===== config.mk =====
export PLATFORM = sky130hd
export DESIGN_NAME = occ_mem_arbiter
export DESIGN_NICKNAME = d
export VERILOG_FILES = /design/src/rtl/occ_mem_arbiter.sv
export SDC_FILE = /design/constraint.sdc
export NUM_CORES = 1
export LEC_CHECK = 0
export CAP_MARGIN = 20
export CORE_ASPECT_RATIO = 1.2
export CORE_MARGIN = 3
export CORE_UTILIZATION = 40
export DETAILED_ROUTE_END_ITERATION = 8
export PLACE_DENSITY = 0.8
export SYNTH_ARGS = -nofsm -noshare
export SYNTH_HDL_FRONTEND = slang
export SYNTH_SLANG_ARGS = --single-unit

===== constraint.sdc =====
create_clock -name clk -period 2.5 [get_ports clk]
set_clock_uncertainty 0.2 [all_clocks]
set_input_delay 0.25 -clock clk [delete_from_list [all_inputs] [get_ports clk]]
set_output_delay 0.25 -clock clk [all_outputs]
set_load 0.02 [all_outputs]

===== src/rtl/occ_mem_arbiter.sv =====
// Round-robin arbiter that lets N_CH search engines share one Occ memory read port.
// Optional read watchdog is built only when OCC_TIMEOUT_EN is defined.
module occ_mem_arbiter #(
  parameter int unsigned N_CH    = 4,
  parameter int unsigned ADDR_W  = 8,
  parameter int unsigned DATA_W  = 32,
  parameter int unsigned TIMEOUT = 16
) (
  input  logic                   clk,
  input  logic                   rst_n,
  input  logic [N_CH-1:0]        ch_req,
  input  logic [N_CH*ADDR_W-1:0] ch_addr,
  output logic [N_CH-1:0]        ch_gnt,
  output logic [N_CH-1:0]        ch_rvalid,
  output logic [DATA_W-1:0]      ch_rdata,
  output logic                   ch_rerr,
  output logic                   ce_rom_Occ_o,
  output logic [ADDR_W-1:0]      addr_rom_Occ_o,
  input  logic [DATA_W-1:0]      data_Occ_i,
  input  logic                   data_valid_i
);

  localparam int unsigned IdW = $clog2(N_CH);

  typedef enum logic [0:0] {StIdle, StWait} state_e;

  state_e              state_q, state_d;
  logic [IdW-1:0]      ptr_q, ptr_d;
  logic [IdW-1:0]      id_q, id_d;
  logic [N_CH-1:0]     gnt_q, gnt_d;
  logic [N_CH-1:0]     rvalid_q, rvalid_d;
  logic [DATA_W-1:0]   rdata_q, rdata_d;
  logic                rerr_q, rerr_d;
  logic                ce_q, ce_d;
  logic [ADDR_W-1:0]   addr_q, addr_d;

  logic                found;
  logic [IdW-1:0]      sel;
  logic [IdW-1:0]      idx;

`ifdef OCC_TIMEOUT_EN
  logic [7:0] wd_q, wd_d;
  logic       wd_expired;
  assign wd_expired = (wd_q == 8'(TIMEOUT - 1));

  always_ff @(posedge clk or negedge rst_n) begin
    if (!rst_n) wd_q <= '0;
    else        wd_q <= wd_d;
  end
`else
  logic unused_timeout;
  assign unused_timeout = ^TIMEOUT;
`endif

  // Search starts at the round-robin pointer and wraps modulo N_CH.
  always_comb begin
    found = 1'b0;
    sel   = ptr_q;
    idx   = '0;
    for (int i = 0; i < int'(N_CH); i++) begin
      idx = IdW'((int'(ptr_q) + i) % int'(N_CH));
      if (!found && ch_req[idx]) begin
        found = 1'b1;
        sel   = idx;
      end
    end
  end

  always_comb begin
    state_d  = state_q;
    ptr_d    = ptr_q;
    id_d     = id_q;
    gnt_d    = '0;
    rvalid_d = '0;
    rdata_d  = rdata_q;
    rerr_d   = rerr_q;
    ce_d     = ce_q;
    addr_d   = addr_q;
`ifdef OCC_TIMEOUT_EN
    wd_d     = wd_q;
`endif
    case (state_q)
      StIdle: begin
        if (found) begin
          id_d       = sel;
          addr_d     = ch_addr[sel*ADDR_W +: ADDR_W];
          gnt_d[sel] = 1'b1;
          ce_d       = 1'b1;
          ptr_d      = (sel == IdW'(N_CH - 1)) ? '0 : sel + 1'b1;
          state_d    = StWait;
`ifdef OCC_TIMEOUT_EN
          wd_d       = '0;
`endif
        end
      end
      StWait: begin
        // A valid strobe in the expiry cycle still wins over the watchdog.
        if (data_valid_i) begin
          rdata_d        = data_Occ_i;
          rerr_d         = 1'b0;
          rvalid_d[id_q] = 1'b1;
          ce_d           = 1'b0;
          state_d        = StIdle;
        end
`ifdef OCC_TIMEOUT_EN
        else if (wd_expired) begin
          rdata_d        = '0;
          rerr_d         = 1'b1;
          rvalid_d[id_q] = 1'b1;
          ce_d           = 1'b0;
          state_d        = StIdle;
        end else begin
          wd_d = wd_q + 8'd1;
        end
`endif
      end
      default: state_d = StIdle;
    endcase
  end

  always_ff @(posedge clk or negedge rst_n) begin
    if (!rst_n) begin
      state_q  <= StIdle;
      ptr_q    <= '0;
      id_q     <= '0;
      gnt_q    <= '0;
      rvalid_q <= '0;
      rdata_q  <= '0;
      rerr_q   <= 1'b0;
      ce_q     <= 1'b0;
      addr_q   <= '0;
    end else begin
      state_q  <= state_d;
      ptr_q    <= ptr_d;
      id_q     <= id_d;
      gnt_q    <= gnt_d;
      rvalid_q <= rvalid_d;
      rdata_q  <= rdata_d;
      rerr_q   <= rerr_d;
      ce_q     <= ce_d;
      addr_q   <= addr_d;
    end
  end

  assign ch_gnt         = gnt_q;
  assign ch_rvalid      = rvalid_q;
  assign ch_rdata       = rdata_q;
  assign ch_rerr        = rerr_q;
  assign ce_rom_Occ_o   = ce_q;
  assign addr_rom_Occ_o = addr_q;

endmodule


==> results.md <==
- Max_slew headroom: 56.75%
- Initial Util: 42.26%
- CTS root buf: clkbuf_8
- Seq/Total Area, Yosys: 54.96%
- Fmax: 0.4950 GHz
- Vias in the first global route: 1911
- Gate Count Post-Synth: 181
- Core ar.: 5818 µm²
- Top cell type's share of synthesized area: 54.96%
- Avg Synthesized Cell Area: 13.58 µm²
- Chip height: 91.88 µm
- Row count: 30
- Maximum clock insertion buffer count: 2
- Critical path's most frequent cell: a211oi_2
- Most common cell in the synthesized netlist: dfrtp_1
- CP delay by family, top: buffers and inverters
- Top_reg_cell synth: dfrtp_1
- Max VDD drop: 396.0 µV
- Avg WL per Cell: 14.82 µm
- Insertion delay to the later sink of the worst-skew pair: 0.30 ns
- Gr ovfl total: 0
- Largest net degree at the start of global routing: 34
- Die area: 7127 µm²
- Largest cells by area after synthesis: dfrtp_1 (55%), mux2_2 (15%), a211oi_2 (7.6%), mux2i_1 (3.3%), and4_1 (2.8%)
- Arr. time, crit path: 1.99 ns
- DP HPWL: 4.585 mm
- Antenna-violating nets left: 0
- DR iter-0 viols: 36
- Crit path max fanout: 13
- Post-synth top cells: dfrtp_1 (54), mux2_2 (32), a211oi_2 (15), nor2_1 (14)
- Initial antenna violation count: 0
- Slowest CP cell: clkdlybuf4s50_1
- Layout fillers: 478
- H-tree Lvls: 2
- GPL Wtd Cong: 0.8564
- Leak Pwr: 0.001576 µW
- CP Cell Sequence: clkdlybuf4s50_1 -> nor2b_1 -> o21ai_4 -> nand3_4 -> buf_4 -> a211oi_2 -> a211oi_2
- Final min period: 2.020 ns
- Slew @ Worst Pin: 0.6469 ns
- Pins Over Slew Limit: 0
- Req. time, crit path: 2.47 ns
- RSZ-0062 raised after global routing: false
- Period Utilization, post-route: 80.80%
- Core Util, Final: 66.26%
- EDFF count, synth: 0
- Top-Level Pins: 121
- Final Hold Fails: 0
- Final wirelength: 5.734 mm
- Setup bufs post-CTS: 0
- Antenna diodes: 0
- Proportion of layout cells with a drive suffix above 1: 23.45%
- Flip-flop and latch count after synthesis: 54
- Syn. warnings: 0
- Setup CP Type: in2reg
- Status: completed
- IO buf count: 119
- Resized Gates After CTS: 0
- Gr usage total: 17.05%
- Hold buffers post-CTS: 1
- Syn Nets: 253
- Pwr dens: 771.5 nW/µm²
- DIE WIDTH: 77.57 µm
- Slowest stage delay, CP: 0.48 ns
- Synth-to-layout area growth: 56.79%
- Via density: 4.863
- TNS Setup: 0 ns
- DR pass1 iterations: 3
- Clock Sinks: 54
- Dominant cell type by area after synthesis: dfrtp_1
- Reg2Reg Setup Slack: 0.56 ns
- Count of non-filler cells in the finished layout: 387
- CP startpoint kind: primary input
- Post-synth ARST share: 100.0%
- DP Cell Count: 378
- DRC: 0
- Final Setup Violations: 0
- WP buf/inv: 2
- Hold crit path type: in2async
- Nets: 378
- Netlist Area Pre-Place: 2459 µm²
- Yosys cell types: 35
- Worst Setup End Kind: flip-flop
- TritonCTS clock tree: done
- CTS buffer count: 5
- Vias post-DR: 1882
- Reg clk slew, reported paths: 0.09 ns
- First-pass GRT wire length: 9.632 mm
- Max-Cap Viols: 0
[power breakdown]
group	switching (µW)	internal, µW	total, µW
combinational	628	680	1310
clock	272	198	470
sequential	126	1070	1200
[layout make-up]
cell class	count	area [µm²]	area share [%]
Timing Repair Buffer	128	1281	33.24
Tap cell	80	100.1	2.597
Clock inverter	2	13.76	0.3570
Sequential cell	54	1351	35.05
Clock buffer	6	72.57	1.883
Inverter	2	7.507	0.1947
Multi-Input combinational cell	115	1028	26.68
[path summary, 6_finish.rpt]
kind | startpoint | endpoint | cells after the start
min in group clk | id_q[0]$_DFFE_PN0P_ | ch_rvalid[0]$_DFF_PN0_ | 1
setup / recovery | ch_req[2] | addr_rom_Occ_o[3]$_DFFE_PN0P_ | 7
setup reg to reg | ptr_q[0]$_DFFE_PN0P_ | addr_rom_Occ_o[3]$_DFFE_PN0P_ | 6
hold reg to reg | id_q[0]$_DFFE_PN0P_ | ch_rvalid[0]$_DFF_PN0_ | 1
max in group asynchronous | rst_n | ch_rdata[19]$_DFFE_PN0P_ | 3
hold / removal | rst_n | addr_rom_Occ_o[5]$_DFFE_PN0P_ | 2
[layer usage]
metal | wire length (µm) | vias up | track usage [%]
met2 | 3015 | 65 | 29.32
met3 | 246 | 10 | 3.733
li1 | - | 903 | -
met4 | 122 | 0 | 5.935
met1 | 2350 | 904 | 21.02
met5 | 0 | - | 0
[sequential cells by signal (all words and copies together) (netlist names)]
| name | count |
|---|---|
| ch_rdata | 32 |
| addr_rom_Occ_o | 8 |
| ch_gnt | 4 |
| ch_rvalid | 4 |
| id_q | 2 |
| ptr_q | 2 |
| ce_rom_Occ_o | 1 |
| state_q | 1 |
[placed cells by master, fill, tap and decap left out]
cell	synthesis	routed
mux2i_1	8	8
ha_1	1	1
a21o_1	1	1
a211oi_2	15	15
a21oi_1	1	1
dlygate4sd3_1	0	1
nand3_4	1	1
mux2_2	32	32
buf_2	5	1
and3_1	2	2
o21ai_1	3	3
nor3_1	1	1
nor4_2	1	1
buf_4	3	6
clkbuf_8	0	5
conb_1	1	1
nor2b_1	2	2
nand2b_1	3	3
clkdlybuf4s50_1	0	118
nor2_1	14	14
a21oi_2	1	1
nor3b_1	2	2
o21a_1	1	1
or2_1	1	1
o21ai_4	1	1
o31ai_2	1	1
and4_1	8	8
or2_2	1	1
a211o_4	1	1
nand2_1	7	7
clkinv_4	0	1
buf_12	1	2
dfrtp_1	54	54
a211oi_1	1	1
o211ai_2	1	1
clkbuf_1	1	1
and2_1	3	3
clkinv_2	0	1
inv_2	1	1
inv_1	1	1
[metrics by stage]
| stage | setup slack [ns] | instance area, µm² | hold WS (ns) | total power, µW |
|---|---|---|---|---|
| after floorplan | 0.6962 | 2459 | -0.2456 | 1955 |
| after global routing | 0.3535 | 3855 | 0.3300 | 3154 |
| after CTS | 0.4908 | 3855 | 0.3023 | 3019 |
| after global placement | 0.1959 | 3759 | 0.08918 | 2516 |
| final | 0.4799 | 3855 | 0.2872 | 2974 |
| after detailed placement | 0.1545 | 3759 | 0.09904 | 2539 |
[cell families (layout without fill, tap and decap cells)]
family                   after synthesis  count (layout)  share of synthesized area, %
other                                  1               1                        0.1525
buffers and inverters                 12             138                         3.205
adder cells (fa/ha/maj)                1               1                        0.5088
AO/OA/AOI/OAI                         27              27                         12.11
AND/OR/NAND/NOR                       46              46                         11.15
multiplexers                          40              40                         17.91
flip-flops                            54              54                         54.96
(Power assumes the default switching activity.)
